<file path="config.mk">
export PLATFORM = sky130hd
export DESIGN_NAME = mips_instr_encoder
export DESIGN_NICKNAME = d
export VERILOG_FILES = /design/src/rtl/mips_instr_encoder.sv
export SDC_FILE = /design/constraint.sdc
export NUM_CORES = 1
export LEC_CHECK = 0
export BUFFER_PORTS_ARGS = -buffer_cell sky130_fd_sc_hd__buf_2
export CAP_MARGIN = 20
export CORE_UTILIZATION = 45
export DETAILED_ROUTE_END_ITERATION = 10
export PLACE_DENSITY = 0.64
export SYNTH_ARGS = -nofsm -noshare
export SYNTH_HDL_FRONTEND = slang
export SYNTH_SLANG_ARGS = --single-unit
</file>
<file path="constraint.sdc">
create_clock -name i_clk -period 5.7 [get_ports i_clk]
set_input_delay 0.57 -clock i_clk [delete_from_list [all_inputs] [get_ports i_clk]]
set_output_delay 0.57 -clock i_clk [all_outputs]
set_load 0.02 [all_outputs]
</file>
<file path="src/rtl/mips_instr_encoder.sv">
// Symbolic-to-binary MIPS instruction encoder feeding a small FIFO with word-address tagging.
// Build option: define DELAY_SLOT_NOP_EN to append a NOP word after every BEQ/BNE/J.
module mips_instr_encoder #(
  parameter int DEPTH     = 4,
  parameter int BASE_ADDR = 0,
  parameter int ADDR_W    = 30
) (
  input  logic              i_clk,
  input  logic              i_rst,
  input  logic              i_valid,
  output logic              o_ready,
  input  logic [4:0]        i_mnem,
  input  logic [4:0]        i_rs,
  input  logic [4:0]        i_rt,
  input  logic [4:0]        i_rd,
  input  logic [4:0]        i_shamt,
  input  logic [15:0]       i_imm,
  input  logic [25:0]       i_target,
  output logic              o_valid,
  input  logic              i_ready,
  output logic [31:0]       o_instr,
  output logic [ADDR_W-1:0] o_addr,
  output logic              o_err
);

  localparam int PTR_W = $clog2(DEPTH);
  localparam int CNT_W = PTR_W + 1;
  localparam logic [CNT_W-1:0] FULL_CNT = CNT_W'(DEPTH);

  typedef enum logic [4:0] {
    M_ADD, M_SUB, M_AND, M_OR, M_SLT, M_XOR, M_NOR,
    M_SLL, M_SRL, M_SRA, M_ROR, M_ROL,
    M_LW, M_SW, M_BEQ, M_BNE, M_ADDI, M_SLTI, M_ANDI, M_ORI, M_XORI, M_J
  } mnem_e;

  typedef enum logic [1:0] {K_R, K_SHIFT, K_IMM, K_JUMP} fmt_e;

  logic [31:0]       r_mem [DEPTH];
  logic [PTR_W-1:0]  r_wr_ptr;
  logic [PTR_W-1:0]  r_rd_ptr;
  logic [CNT_W-1:0]  r_count;
  logic [ADDR_W-1:0] r_addr;
  logic              r_err;

  fmt_e        w_fmt;
  logic [5:0]  w_code;
  logic        w_legal;
  logic [31:0] w_word;
  logic        w_accept;
  logic        w_pop;
  logic [1:0]  w_push_n;

  // w_code holds funct for R-type formats and the opcode for I/J formats.
  always_comb begin
    // NOTE: every signal assigned here gets a default first so no path infers a latch.
    w_fmt   = K_R;
    w_code  = 6'b000000;
    w_legal = 1'b1;
    case (i_mnem)
      M_ADD:  w_code = 6'b100000;
      M_SUB:  w_code = 6'b100010;
      M_AND:  w_code = 6'b100100;
      M_OR:   w_code = 6'b100101;
      M_SLT:  w_code = 6'b101010;
      M_XOR:  w_code = 6'b100110;
      M_NOR:  w_code = 6'b100111;
      M_SLL:  begin w_fmt = K_SHIFT; w_code = 6'b000000; end
      M_SRL:  begin w_fmt = K_SHIFT; w_code = 6'b000010; end
      M_SRA:  begin w_fmt = K_SHIFT; w_code = 6'b000011; end
      M_ROR:  begin w_fmt = K_SHIFT; w_code = 6'b000100; end
      M_ROL:  begin w_fmt = K_SHIFT; w_code = 6'b000101; end
      M_LW:   begin w_fmt = K_IMM;   w_code = 6'b100011; end
      M_SW:   begin w_fmt = K_IMM;   w_code = 6'b101011; end
      M_BEQ:  begin w_fmt = K_IMM;   w_code = 6'b000100; end
      M_BNE:  begin w_fmt = K_IMM;   w_code = 6'b000101; end
      M_ADDI: begin w_fmt = K_IMM;   w_code = 6'b001000; end
      M_SLTI: begin w_fmt = K_IMM;   w_code = 6'b001010; end
      M_ANDI: begin w_fmt = K_IMM;   w_code = 6'b001100; end
      M_ORI:  begin w_fmt = K_IMM;   w_code = 6'b001101; end
      M_XORI: begin w_fmt = K_IMM;   w_code = 6'b001110; end
      M_J:    begin w_fmt = K_JUMP;  w_code = 6'b000010; end
      default: w_legal = 1'b0;
    endcase

    case (w_fmt)
      K_R:     w_word = {6'b000000, i_rs, i_rt, i_rd, 5'b00000, w_code};
      K_SHIFT: w_word = {6'b000000, 5'b00000, i_rt, i_rd, i_shamt, w_code};
      K_IMM:   w_word = {w_code, i_rs, i_rt, i_imm};
      default: w_word = {w_code, i_target};
    endcase
  end

  assign w_accept = i_valid && o_ready;
  assign w_pop    = o_valid && i_ready;

`ifdef DELAY_SLOT_NOP_EN
  localparam logic [CNT_W-1:0] NEAR_FULL_CNT = CNT_W'(DEPTH - 1);

  logic             w_is_cti;
  logic [PTR_W-1:0] w_wr_ptr_nxt;

  // Branches and jumps need room for the branch word and its delay-slot NOP.
  assign w_is_cti     = i_valid && (i_mnem == M_BEQ || i_mnem == M_BNE || i_mnem == M_J);
  assign o_ready      = w_is_cti ? (r_count < NEAR_FULL_CNT) : (r_count < FULL_CNT);
  assign w_push_n     = (w_accept && w_legal) ? (w_is_cti ? 2'd2 : 2'd1) : 2'd0;
  assign w_wr_ptr_nxt = r_wr_ptr + PTR_W'(1);
`else
  assign o_ready  = r_count < FULL_CNT;
  assign w_push_n = {1'b0, w_accept && w_legal};
`endif

  // NOTE: storage is not reset; o_valid/o_instr masking hides stale entries.
  always_ff @(posedge i_clk) begin
    if (!i_rst && w_push_n != 2'd0) begin
      r_mem[r_wr_ptr] <= w_word;
`ifdef DELAY_SLOT_NOP_EN
      if (w_push_n == 2'd2) r_mem[w_wr_ptr_nxt] <= 32'h0000_0000;
`endif
    end
  end

  always_ff @(posedge i_clk) begin
    if (i_rst) begin
      r_wr_ptr <= '0;
      r_rd_ptr <= '0;
      r_count  <= '0;
      r_addr   <= ADDR_W'(BASE_ADDR);
      r_err    <= 1'b0;
    end else begin
      r_wr_ptr <= r_wr_ptr + PTR_W'(w_push_n);
      r_rd_ptr <= r_rd_ptr + PTR_W'(w_pop);
      r_count  <= r_count + CNT_W'(w_push_n) - CNT_W'(w_pop);
      if (w_pop) r_addr <= r_addr + ADDR_W'(1);
      if (w_accept && !w_legal) r_err <= 1'b1;
    end
  end

  assign o_valid = (r_count != '0);
  assign o_instr = o_valid ? r_mem[r_rd_ptr] : 32'h0000_0000;
  assign o_addr  = r_addr;
  assign o_err   = r_err;

endmodule
</file>
Yosys cells after proc, flatten, opt, wreduce, memory -nomap -nowiden
Memory sizes are Yosys's and may differ from the RTL's. A register that Yosys moved wholly into a read port is not among the register bits.
Index checks and enable logic that the tools add are counted.
- output and inout bits: 65
- bits in read-only memories: 0
- input bits: 71
- latch bits: 0
- register bits: 38
- memories kept: 1
- bits in writable memories: 128
- logic and storage cells: 59
- memory list (name ; words ; width ; rd ports ; clocked after memory_dff ; write ports ; line ; text):
    r_mem ; 4 ; 32 ; 1 ; 1 ; 1 ; 38 ; logic [31:0] r_mem [DEPTH];
- bitwise operators: 0
- divide/modulo/power cells: 0
- multiplexer cells: 8
- shifts and indexed selects: 0
- reduce and logical (&&, ||, !) cells: 16
- order comparisons: 1
- equal/unequal tests: 23
- add/subtract/negate cells: 5
- multipliers: 0
- operators with widths (cell ; number):
    6-bit one-hot mux with 18 select lines ; 1
    32-bit one-hot mux with 3 select lines ; 1
    5-bit by 4-bit equality test with 1-bit output (second input constant) ; 8
    32-bit 2-to-1 mux ; 1
    30-bit by 1-bit adder with 30-bit output (second input constant) ; 1
    5-bit equality test (second input constant) ; 6
    22-bit OR reduction ; 1
    5-bit by 3-bit equality test with 1-bit output (second input constant) ; 4
    5-bit by 2-bit equality test with 1-bit output (second input constant) ; 2
    9-bit OR reduction ; 1
    2-bit one-hot mux with 3 select lines ; 1
    2-bit OR reduction ; 3
    5-bit by 1-bit equality test with 1-bit output (second input constant) ; 1
    1-bit logical AND ; 5
    5-bit zero test ; 1
    5-bit OR reduction ; 1
    2-bit by 1-bit adder with 2-bit output ; 2
    3-bit by 1-bit adder with 3-bit output ; 1
    3-bit < comparator (second input constant) ; 1
    1-bit 2-to-1 mux ; 3
    3-bit nonzero test ; 1
    3-bit by 1-bit subtractor with 3-bit output ; 1
    2-bit by 1-bit equality test with 1-bit output (second input constant) ; 1
    2-bit equality test (second input constant) ; 1
    3 further kinds ; 4

Logic depth before layout (Yosys ltp)
Gate-level depths: netlist (run 1).
- depth in word-level cells: 7
- mapped depth: 9

Worst setup path before layout (run 1)
OpenSTA, ideal clock, no wires.
- kind: input to register
- from: in i_mnem[2]
- to: mem r_mem[1][0] (enable)
- stages: 4
- arrival time: 4.184 ns
- setup slack: 1.019 ns
- library setup time: 0.497 ns
- path through: clkbuf_1 a21oi_1 o21ai_1 nor4_1
- cells in the longest elaborated chain, start to end: 7
- ends and longest elaborated chain (element ; line ; text):
    from (decl) ; 12 ; input logic [4:0] i_mnem,
    5-bit equality test, or another cell as far along ; 59 ; case (i_mnem)
    22-bit OR reduction (no line) (*) ; -- ;
    1-bit 2-to-1 mux (*) ; 59 ;
    1-bit logical AND (*) ; 109 ; assign w_push_n = {1'b0, w_accept && w_legal};
    1-bit logical AND (*) ; 114 ; if (!i_rst && w_push_n != 2'd0) begin
    1-bit 2-to-1 mux (*) ; 114 ;
    1-bit 2-to-1 mux (implied by the code) (*) ; 115 ; r_mem[r_wr_ptr] <= w_word;
    to (decl) ; 38 ;
Every way passes the cells marked *; elsewhere a longest branch is shown, timed or not.

==> metrics.md, run 1 <==
| Metric | Value |
|---|---|
| Status | `finished clean` |
| Layout cells sized above 1 | `0.3120` |
| Slew Viols, Final | `0` |
| Setup TNS | `0 ns` |
| PnR worst setup slack | `2.719 ns` |
| Mean post-synth cell area | `13.67 um2` |
| CTS Sinks | `162` |
| Fmax | `335.5 MHz` |
| Unrepaired setup endpoints after global routing | `no` |
| I/O pins | `136` |
| Largest net degree at the start of global routing | `42` |
| CP cell instances | `buf_4 -> mux4_2 -> and2_1 -> buf_2` |
| H-Tree Depth | `4` |
| Clock power share | `0.353` |
| Dpl cell area | `0.007841 mm2` |
| Final nets | `719` |
| Placement Rows | `45` |
| Post-CTS Hold Buffers | `0` |
| Cells after Synth | `512` |
| P_int | `0.002460 W` |
| Critical Path End Type | `primary output` |
| Post-synthesis register bit count | `162` |
| Antenna diodes | `0` |
| PortBufs | `134` |
| Comb power frac | `0.237` |
| Post-synthesis mux area share | `0.09977` |
| Post-Synth Simple-Gate Area | `0.1377` |
| Post-synth top flop | `edfxtp_1` |
| Worst skew pair latency | `0.42 ns` |
| Final min period | `between 2 and 3 ns` |
| Number of CTS-inserted buffers | `17` |
| Post-CTS sizing | `0` |
| Number of max-cap violations | `0` |
| Post-synth EDFFs | `124` |
| Crit path max fanout | `21` |
| Routability cong. | `~0.86` |
| CP required | `5.13 ns` |
| Setup slack at placement | `around 2.7 ns` |
| WL met3 | `762 um` |
| Slew @ Worst Pin | `0.8962 ns` |
| First-pass GRT wire length | `23.12 mm` |
| Clock-pin slew on the worst setup and hold paths | `about 0.060 ns` |
| Met2 wire length | `between 7 and 8 mm` |
| Peak supply drop | `233.1 uV` |
| Sw power | `0.0009283 W` |
| CTS root buffer | `clkbuf_16` |
| Power Density | `398.9 mW/mm2` |
| Max stage delay on crit path | `0.60 ns` |
| Worst min-delay path startpoint | `o_err` |
| Clk buf depth | `2` |
| Yosys warning count | `0` |
| Synth Area in XOR/XNOR | `0.04005` |
| # Post-CTS Setup Buffers | `0` |
| Die area | `0.01605 mm2` |
| DP HPWL | `around 9.6 mm` |
| Top post-synthesis cells by area | `edfxtp_1 53%, dfxtp_1 11%, mux4_2 10%` |
| Total wire length | `14.70 mm` |
| DIE WIDTH | `126.7 um` |
| First-pass DRT Iterations | `7` |
| Sequential power share | `0.410` |
| LEAKAGE | `about 3.3 nW` |
| Final setup fails | `0` |
| Uppermost layer routed | `met4` |
| Die H | `126.7 um` |
| Post-synth top area share | `0.5321` |
| Hold Path Class | `flip-flop to flip-flop` |
| Initial core utilization | `0.4603` |
| Number of global-route vias before repair | `4,499` |
| WP data arrival | `2.41 ns` |
| Initial antenna violation count | `0` |
| FFs w/ async S/R, synth | `0` |
| Final instance area | `0.008493 mm2` |
| Worst r2r src | `r_count[2]` |
| Fraction of the mapped netlist area in adder cells | `0.008225` |
| CTS tree | `built` |
| Top cells by count, synth | `124 x edfxtp_1, 48 x nand2_1, 48 x nor2_1` |
| Area Growth Syn to Fin | `21.37%` |
| Critical path type | `flip-flop to primary output` |
| Vias | `4,550` |
| Seq/Total Area, Yosys | `0.6408` |
| Hold Violations, Final | `0` |
| Slew headroom | `0.4025` |
| Largest family of logic cells by synthesized area | `simple AND/OR/NAND/NOR gates` |
| Post-detailed-route wirelength per cell | `17.39 um` |
| Post-Syn Area | `0.006998 mm2` |
| Core area | `0.01520 mm2` |
| # fillers | `1,262` |
| Net Count, Synth | `587` |
| Period utilization | `0.5230` |
| Number of distinct library cells after synthesis | `between 40 and 50` |
| Most instantiated library cell after synthesis | `edfxtp_1` |
| Remaining routing DRC violations | `0` |
| Total gr overflow | `0` |
| Startpoint Class | `flip-flop` |
| R2r setup slk | `3.32 ns` |
| Slowest cell on crit path | `dfxtp_2` |
| Clock skew | `0.006673 ns` |
| Synth Area in Compound Gates | `0.05185` |
| Sw Share | `0.2740` |
| Worst Setup SP | `r_rd_ptr[0]` |
| 1st-iter DRT viols | `380` |
| WHS | `0.4811 ns` |
| M1 wire length | `6.207 mm` |
| Leading area contributor after synthesis | `edfxtp_1` |
| Post-route antenna net violation count | `0` |
| Tot GR Track Use | `0.1925` |
| Vias per cell | `5.385` |
-- power by group through the flow --
stage	Combinational (W)	Sequential (W)	Clock [W]
after floorplan	0.000571	0.00138	0
after global placement	0.000783	0.00141	0
after detailed placement	0.000788	0.00142	0
after CTS	0.000791	0.00139	0.00122
after global routing	0.000874	0.00140	0.00127
final	0.000804	0.00139	0.00120
-- layout make-up --
cell class	count	area, um2	share of cell area
multi-input cells	313	2381	0.2803
clock buffers	20	436.7	0.05141
inverters	12	45.04	0.005303
well taps	188	235.2	0.02770
repair buffers	138	720.7	0.08486
clock inverters	12	187.7	0.02210
flip-flops and latches	162	4487	0.5283
-- state kept, by name (all words and copies together) (netlist names) --
name and flops:
r_mem 124, o_addr 30, r_count 3, o_err 1, r_wr_ptr 2, r_rd_ptr 2
-- metrics by stage --
stage,power [W],std cells,util
2_1_floorplan,0.001953,512,-
3_3_place_gp,0.002194,812,0.5158
3_5_place_dp,0.002204,812,0.5158
4_1_cts,0.003399,844,0.5569
5_1_grt,0.003544,845,0.5587
6_report,0.003388,845,0.5587
-- routing by layer --
layer / vias to the layer above / GRT usage
met4: 0 / 0.08613
met1: 2248 / 0.2332
met3: 20 / 0.05314
met2: 116 / 0.3230
li1: 2166 / -
met5: - / 0
-- cells in the final DEF, fill, tap and decap left out, drive strengths merged, types with 2 or more instances in the layout --
master,n
a31oi,2
nand3,16
and2,34
xnor2,8
a222oi,5
nand4,12
a22o,6
inv,12
o22ai,2
bufinv,5
nand2b,2
edfxtp,124
nor3,4
a32o,2
mux4,31
and3,7
dfxtp,38
ha,3
xor2,24
clkbuf,20
and4,3
nor4,3
buf,138
a21oi,17
a21o,2
nor2b,7
nand2,48
nor2,48
clkinv,6
o21ai,16
or3,4
-- worst max-delay path, delay by kind of cell, from the launching register on --
family,cells,cell delay [ns]
mux,1,0.55
simple gates,1,0.19
buf+inv,2,0.63
flops,1,0.60
-- final timing paths --
kind / endpoint / cells after the start
setup / recovery: o_instr[28] / 4
hold / removal: o_err / 2
setup reg to reg: r_count[2] / 9
hold reg to reg: o_err / 2
-- kinds of logic (layout without fill, tap and decap cells) --
| kind of cell | count (synthesis) | count (layout) |
|---|---|---|
| and+or+nand+nor | 189 | 189 |
| DFF | 162 | 162 |
| AOI/OAI and AO/OA | 56 | 56 |
| buffers and inverters | 37 | 182 |
| xor gates and xnor gates | 32 | 32 |
| muxes | 31 | 31 |
| adders and majority gates | 4 | 4 |
| other | 1 | 1 |
(Power assumes the default switching activity.)
==> run 2, diff against run 1 <==
ABC_AREA = 1   (was unset)
PLACE_DENSITY = 0.63   (was 0.64)
clock period = 2.85 ns   (was 5.7 ns; I/O delays follow)
==> run 2 against run 1 <==
  * Synthesized area rose by 9.6%
  * Wire length rose by 29%
  * First-iteration DRC count did not move
  * Critical path type unchanged
  * Largest cell class unchanged
  * Largest power group unchanged
==> metrics.md, run 2 <==
| Metric | Value |
|---|---|
| Status | `finished clean (unchanged)` |
| Initial antenna violation count | `3 (was 0)` |
| Stages on the worst setup path | `6 (was 4)` |
| Post-synth top area share | `0.4856 (was 0.5321)` |
| Seq/Total Area, Yosys | `0.5849 (was 0.6408)` |
| Peak supply drop | `513.4 uV (was 233.1 uV)` |
| Top post-synthesis cells by area | `edfxtp_1 49%, dfxtp_1 9.9%, nor2_1 9.5% (was edfxtp_1 53%, dfxtp_1 11%, mux4_2 10%)` |
| I/O pins | `136 (unchanged)` |
| Crit path max fanout | `63 (was 21)` |
| R2r worst-path depth | `8 (was 9)` |
| FFs w/ async S/R, synth | `0 (unchanged)` |
| Clk buf depth | `2 (unchanged)` |
| WHS Path Cells | `3 (was 2)` |
| Most flops, register | `r_mem (unchanged)` |
| Leading area contributor after synthesis | `edfxtp_1 (unchanged)` |
| Die area | `0.01756 mm2 (was 0.01605 mm2)` |
| Most frequent cells in the layout | `192 x nor2_1, 187 x nand2_1, 134 x buf_2 (was 134 x buf_2, 124 x edfxtp_1, 48 x nand2_1, 48 x nor2_1, 36 x dfxtp_1)` |
| Mean post-synth cell area | `8.864 um2 (was 13.67 um2)` |
| CTS Sinks | `162 (unchanged)` |
| Final nets | `1,071 (was 719)` |
| Slew @ Worst Pin | `0.7961 ns (was 0.8962 ns)` |
| Hold Path Class | `input pin to flip-flop (was flip-flop to flip-flop)` |
| Clock-pin slew on the worst setup and hold paths | `0.07 ns (was 0.06 ns)` |
| Fmax | `approximately 410 MHz` |
| Tot GR Track Use | `0.2241 (was 0.1925)` |
| CP required | `2.57 ns (was 5.13 ns)` |
| Post-synth top flop | `edfxtp_1 (unchanged)` |
| Yosys warning count | `0 (unchanged)` |
| Number of max-cap violations | `0 (unchanged)` |
| Setup TNS | `0 ns (unchanged)` |
| Worst skew pair latency | `0.43 ns (was 0.42 ns)` |
| Post-synth EDFFs | `124 (unchanged)` |
| Core area | `0.01658 mm2 (was 0.01520 mm2)` |
| CTS tree | `built (unchanged)` |
| Final min period | `roughly 2.5 ns` |
| Post-CTS sizing | `0 (unchanged)` |
| Buf/Inv on CP | `2 (unchanged)` |
| Die H | `132.5 um (was 126.7 um)` |
| Unrepaired setup endpoints after global routing | `no (unchanged)` |
| First-pass GRT wire length | `30.24 mm (was 23.12 mm)` |
| PortBufs | `134 (unchanged)` |
| Post-synthesis register bit count | `162 (unchanged)` |
| Most instantiated library cell after synthesis | `nor2_1 (was edfxtp_1)` |
| Hold Violations, Final | `0 (unchanged)` |
| Slowest cell on crit path | `buf_4 (was dfxtp_2)` |
| Slew headroom | `0.4687 (was 0.4025)` |
| Vias per cell | `5.024 (was 5.385)` |
| Post-route antenna net violation count | `0 (unchanged)` |
| Number of CTS-inserted buffers | `17 (unchanged)` |
| Layout cells sized above 1 | `0.2091 (was 0.3120)` |
| Top cells by count, synth | `194 x nor2_1, 187 x nand2_1, 124 x edfxtp_1 (was 124 x edfxtp_1, 48 x nand2_1, 48 x nor2_1)` |
| Post-Syn Area | `0.007667 mm2 (was 0.006998 mm2)` |
| Commonest non-fill, non-tap cell in the layout | `nor2_1 (was buf_2)` |
| DIE WIDTH | `132.5 um (was 126.7 um)` |
| Post-detailed-route wirelength per cell | `15.33 um (was 17.39 um)` |
| H-Tree Depth | `4 (unchanged)` |
| Number of distinct library cells after synthesis | `38 (was 43)` |
| Number of global-route vias before repair | `5,873 (was 4,499)` |
| Routability cong. | `0.8545 (was 0.8569)` |
| Cell mode on critical path | `nor2_1` |
| Critical Path End Type | `primary output (unchanged)` |
| Critical path type | `flip-flop to primary output (unchanged)` |
| Startpoint Class | `flip-flop (unchanged)` |
| Final setup fails | `0 (unchanged)` |
| Initial core utilization | `0.4624 (was 0.4603)` |
| 1st-iter DRT viols | `380 (unchanged)` |
| First-pass DRT Iterations | `5 (was 7)` |
| Remaining routing DRC violations | `0 (unchanged)` |
| WP data arrival | `2.18 ns (was 2.41 ns)` |
| Finished Core Util | `0.5565 (was 0.5587)` |
| Net Count, Synth | `940 (was 587)` |
| Total wire length | `18.89 mm (was 14.70 mm)` |
| Post-CTS Hold Buffers | `0 (unchanged)` |
| Slew Viols, Final | `0 (unchanged)` |
| Placement Rows | `47 (was 45)` |
| Period utilization | `0.8651` |
| # Post-CTS Setup Buffers | `0 (unchanged)` |
| Largest net degree at the start of global routing | `64 (was 42)` |
| Cells after Synth | `865 (was 512)` |
| LEAKAGE | `3.583 nW (was 3.259 nW)` |
| CP top delay family | `buffers and inverters (unchanged)` |
| Max stage delay on crit path | `0.56 ns (was 0.60 ns)` |
| CP cell instances | `buf_4 -> nor2_1 -> nor2_1 -> o21ai_0 -> a21oi_1 -> buf_2 (was buf_4 -> mux4_2 -> and2_1 -> buf_2)` |
| WHS | `0.1911 ns (was 0.4811 ns)` |
| Clock skew | `0.006794 ns (was 0.006673 ns)` |
| Area Growth Syn to Fin | `20.37% (was 21.37%)` |
| Total gr overflow | `0 (unchanged)` |
| Power Density | `770.1 mW/mm2 (was 398.9 mW/mm2)` |
| CTS root buffer | `clkbuf_16 (unchanged)` |
| Max reg flops | `124 (unchanged)` |
| Vias | `6,190 (was 4,550)` |
| DP HPWL | `12.58 mm (was 9.566 mm)` |
-- run 2: cell types whose count changed in the layout (fill, tap and decap cells not counted), moves of 8 or more --
cell,before,now
buf_4,3,11
nand3_1,16,36
nand2_1,48,187
a21oi_1,17,58
inv_1,12,42
o21ai_0,15,66
xor2_1,24,7
nor2_1,48,192
o21ai_1,1,9
mux4_2,31,0
and2_1,34,0
-- run 2: report_power, final --
group / internal (W) / switching, W
Sequential: 0.00265 / 0.0000446
Combinational: 0.000626 / 0.00149
Clock: 0.00132 / 0.000972
Total: 0.00460 / 0.00251
-- run 2: layout make-up --
type | instances | area [um2]
sequential | 162 | 4486
inverter | 49 | 183.9
timing repair buffer | 148 | 813.3
tap | 220 | 275.3
multi-input combinational | 618 | 2868
antenna | 3 | 7.507
clock buffer | 18 | 429.2
clock inverter | 14 | 166.4
fill | 1532 | 7355
-- run 2: worst paths after layout --
check / start / endpoint / slack (ns)
max: r_rd_ptr[0] / o_instr[3] / 0.38
min: i_imm[4] / r_mem[0][4] / 0.19
max reg2reg: r_count[2] / r_count[2] / 0.75
min reg2reg: o_err / o_err / 0.45
-- run 2: tightest hold or removal path: stages --
cell,delay [ns]
buf_2,0.07
nand2_1,0.04
nand2_1,0.10
-- run 2: through the flow --
step / area, um2 / power [W] / setup slack, ns / cells
final: 9229 / 0.007107 / 0.3846 / 1232
after global routing: 9224 / 0.007462 / 0.2409 / 1230
after CTS: 9221 / 0.007161 / 0.3959 / 1229
after detailed placement: 8626 / 0.004883 / 0.3719 / 1197
after global placement: 8626 / 0.004854 / 0.4414 / 1197
after floorplan: 7667 / 0.004143 / -0.7508 / 865
-- run 2: metal layers --
| metal | global-route usage | wire length (um) | up-vias | share of wire |
|---|---|---|---|---|
| met2 | 0.3813 | 9341 | 154 | 0.49 |
| met5 | 0 | 0 | - | 0 |
| met4 | 0.08110 | 267 | 0 | 0.014 |
| li1 | - | - | 3161 | - |
| met1 | 0.2831 | 8389 | 2859 | 0.44 |
| met3 | 0.04521 | 892 | 16 | 0.047 |
-- run 2: logic make-up (layout without fill, tap and decap cells) --
family,count (synthesis),after routing,synth area share
flops,162,162,0.5849
other cells,1,4,0.0004891
simple gates,457,457,0.2506
xor+xnor,13,13,0.01485
compound gates,143,143,0.09726
buf+inv,85,229,0.04439
fa+ha+maj,4,4,0.007507
==> run 3, diff against run 2 <==
CTS_CLUSTER_SIZE = 24   (was unset)
RECOVER_POWER = 50   (was unset)
==> run 3 against run 2 <==
  * Sequential share of layout area rose by 0.67 points
  * Hold slack lost 0.00097 ns
  * Combinational power hardly changed
  * Global-route usage is the same
  * Worst setup slack got worse by 0.019 ns
  * First-iteration DRC count is 9.5% higher
==> metrics.md, run 3 (synthesized netlist as in run 2, its figures left out) <==
| Metric | Value |
|---|---|
| Status | `finished clean (unchanged)` |
| PortBufs | `134 (unchanged)` |
| Most flops, register | `r_mem (unchanged)` |
| Remaining routing DRC violations | `0 (unchanged)` |
| Dpl cell area | `0.008626 mm2 (unchanged)` |
| Slew Viols, Final | `0 (unchanged)` |
| Hold Violations, Final | `0 (unchanged)` |
| Clock skew | `0.006073 ns (was 0.006794 ns)` |
| CP top delay family | `buffers and inverters (unchanged)` |
| Layout cells sized above 1 | `0.1635 (was 0.2091)` |
| Final min period | `2.484 ns (was 2.465 ns)` |
| Initial core utilization | `0.4624 (unchanged)` |
| Die area | `0.01756 mm2 (unchanged)` |
| Crit path max fanout | `21 (was 63)` |
| CP cell instances | `nor2_1 -> nand2_2 -> nand2_1 -> clkbuf_1 -> nand3_1 -> nand2_1 -> ha_1 -> fa_1 -> inv_1 -> nor2_1 (was buf_4 -> nor2_1 -> nor2_1 -> o21ai_0 -> a21oi_1 -> buf_2)` |
| Final setup fails | `0 (unchanged)` |
| Post-detailed-route wirelength per cell | `15.32 um (was 15.33 um)` |
| Area Growth Syn to Fin | `18.68% (was 20.37%)` |
| Most frequent cells in the layout | `194 x nor2_1, 187 x nand2_1, 124 x edfxtp_1 (was 192 x nor2_1, 187 x nand2_1, 134 x buf_2)` |
| H-Tree Depth | `4 (unchanged)` |
| Vias per cell | `5.041 (was 5.024)` |
| Critical path type | `flip-flop to flip-flop (was flip-flop to primary output)` |
| Max stage delay on crit path | `0.78 ns (was 0.56 ns)` |
| Final instance area | `0.009100 mm2 (was 0.009229 mm2)` |
| Total gr overflow | `0 (unchanged)` |
| CP required | `3.15 ns (was 2.57 ns)` |
| Final nets | `1,071 (unchanged)` |
| Clock-pin slew on the worst setup and hold paths | `0.07 ns (about the same)` |
| Worst skew pair latency | `0.43 ns (about the same)` |
| Unrepaired setup endpoints after global routing | `no (unchanged)` |
| Clk buf depth | `2 (unchanged)` |
| Slew @ Worst Pin | `1.057 ns (was 0.7961 ns)` |
| I/O pins | `136 (unchanged)` |
| # fillers | `1,564 (was 1,532)` |
| CTS tree | `built (unchanged)` |
| First-pass GRT wire length | `30.24 mm (unchanged)` |
| Die H | `132.5 um (unchanged)` |
| First-pass DRT Iterations | `5 (unchanged)` |
| Slowest cell on crit path | `clkbuf_1 (was buf_4)` |
| 1st-iter DRT viols | `416 (was 380)` |
| Post-CTS Hold Buffers | `0 (unchanged)` |
| LEAKAGE | `3.424 nW (was 3.583 nW)` |
| DIE WIDTH | `132.5 um (unchanged)` |
| Post-route antenna net violation count | `0 (unchanged)` |
| Vias | `6,210 (was 6,190)` |
| Critical Path End Type | `flip-flop (was primary output)` |
| Largest net degree at the start of global routing | `64 (unchanged)` |
| Peak supply drop | `511.4 uV (was 513.4 uV)` |
| Buf/Inv on CP | `2 (unchanged)` |
| Slew headroom | `0.2953 (was 0.4687)` |
| Post-CTS sizing | `0 (unchanged)` |
| Startpoint Class | `flip-flop (unchanged)` |
| WP data arrival | `2.78 ns (was 2.18 ns)` |
| Core area | `0.01658 mm2 (unchanged)` |
| Tot GR Track Use | `0.2241 (unchanged)` |
| Period utilization | `0.8716 (was 0.8651)` |
| Number of global-route vias before repair | `5,873 (unchanged)` |
| Power Density | `777.2 mW/mm2 (was 770.1 mW/mm2)` |
| Commonest non-fill, non-tap cell in the layout | `nor2_1 (unchanged)` |
| CTS Sinks | `162 (unchanged)` |
| Number of max-cap violations | `0 (unchanged)` |
| CTS root buffer | `clkbuf_16 (unchanged)` |
| Fmax | `402.6 MHz (was 405.6 MHz)` |
| DP HPWL | `12.58 mm (unchanged)` |
| Number of CTS-inserted buffers | `17 (unchanged)` |
| Total power | `0.007072 W (was 0.007107 W)` |
| Placement Rows | `47 (unchanged)` |
| # Post-CTS Setup Buffers | `0 (unchanged)` |
| Max reg flops | `124 (unchanged)` |
| Initial antenna violation count | `3 (unchanged)` |
| Routability cong. | `0.8545 (unchanged)` |
| Total wire length | `18.88 mm (was 18.89 mm)` |
| Hold Path Class | `input pin to flip-flop (unchanged)` |
## run 3: metal layers
metal | vias up | GRT usage | wire length (um)
met2 | 170 | 0.3813 | 9395
li1 | 3154 | - | -
met1 | 2870 | 0.2831 | 8245
met4 | 0 | 0.08110 | 267
met3 | 16 | 0.04521 | 966
met5 | - | 0 | 0
## run 3: final timing paths
path	from	depth (start not counted)	slack, ns	end
hold / removal	i_imm[4]	3	0.19	r_mem[0][4]
setup reg to reg	r_count[1]	10	0.37	r_count[1]
setup / recovery	r_count[1]	10	0.37	r_count[1]
hold reg to reg	o_err	2	0.45	o_err
## run 3: final cells by class
class                      count  area (um2)  area share
clock inverter                14       166.4     0.01829
timing repair buffer         148       737.0     0.08098
inverter                      49       183.9     0.02021
antenna                        3       7.507   0.0008250
multi-input combinational    618        2816      0.3095
clock buffer                  18       429.2     0.04716
tap                          220       275.3     0.03025
sequential                   162        4484      0.4928
## run 3: report_power, final
part	switching (W)	total [W]	leakage [nW]	internal, W
Clock	0.000970	0.00229	0.295	0.00132
Combinational	0.00148	0.00209	1.70	0.000605
Sequential	0.0000438	0.00270	1.43	0.00265
Total	0.00250	0.00707	3.42	0.00458
## run 3: worst min-delay path: stages
cell and delay, ns:
buf_2 0.07, nand2_1 0.04, nand2_1 0.10
## run 3: metrics by stage
step	TNS (ns)	utilization	setup slack, ns	instances	hold slack, ns
floorplan	-46.55	-	-0.7508	865	0.5142
global placement	0	0.5201	0.4414	1197	0.4387
detailed placement	0	0.5201	0.3719	1197	0.4426
CTS	0	0.5561	0.3959	1229	0.1840
global route	0	0.5484	0.1710	1230	0.1969
finish	0	0.5487	0.3659	1232	0.1902
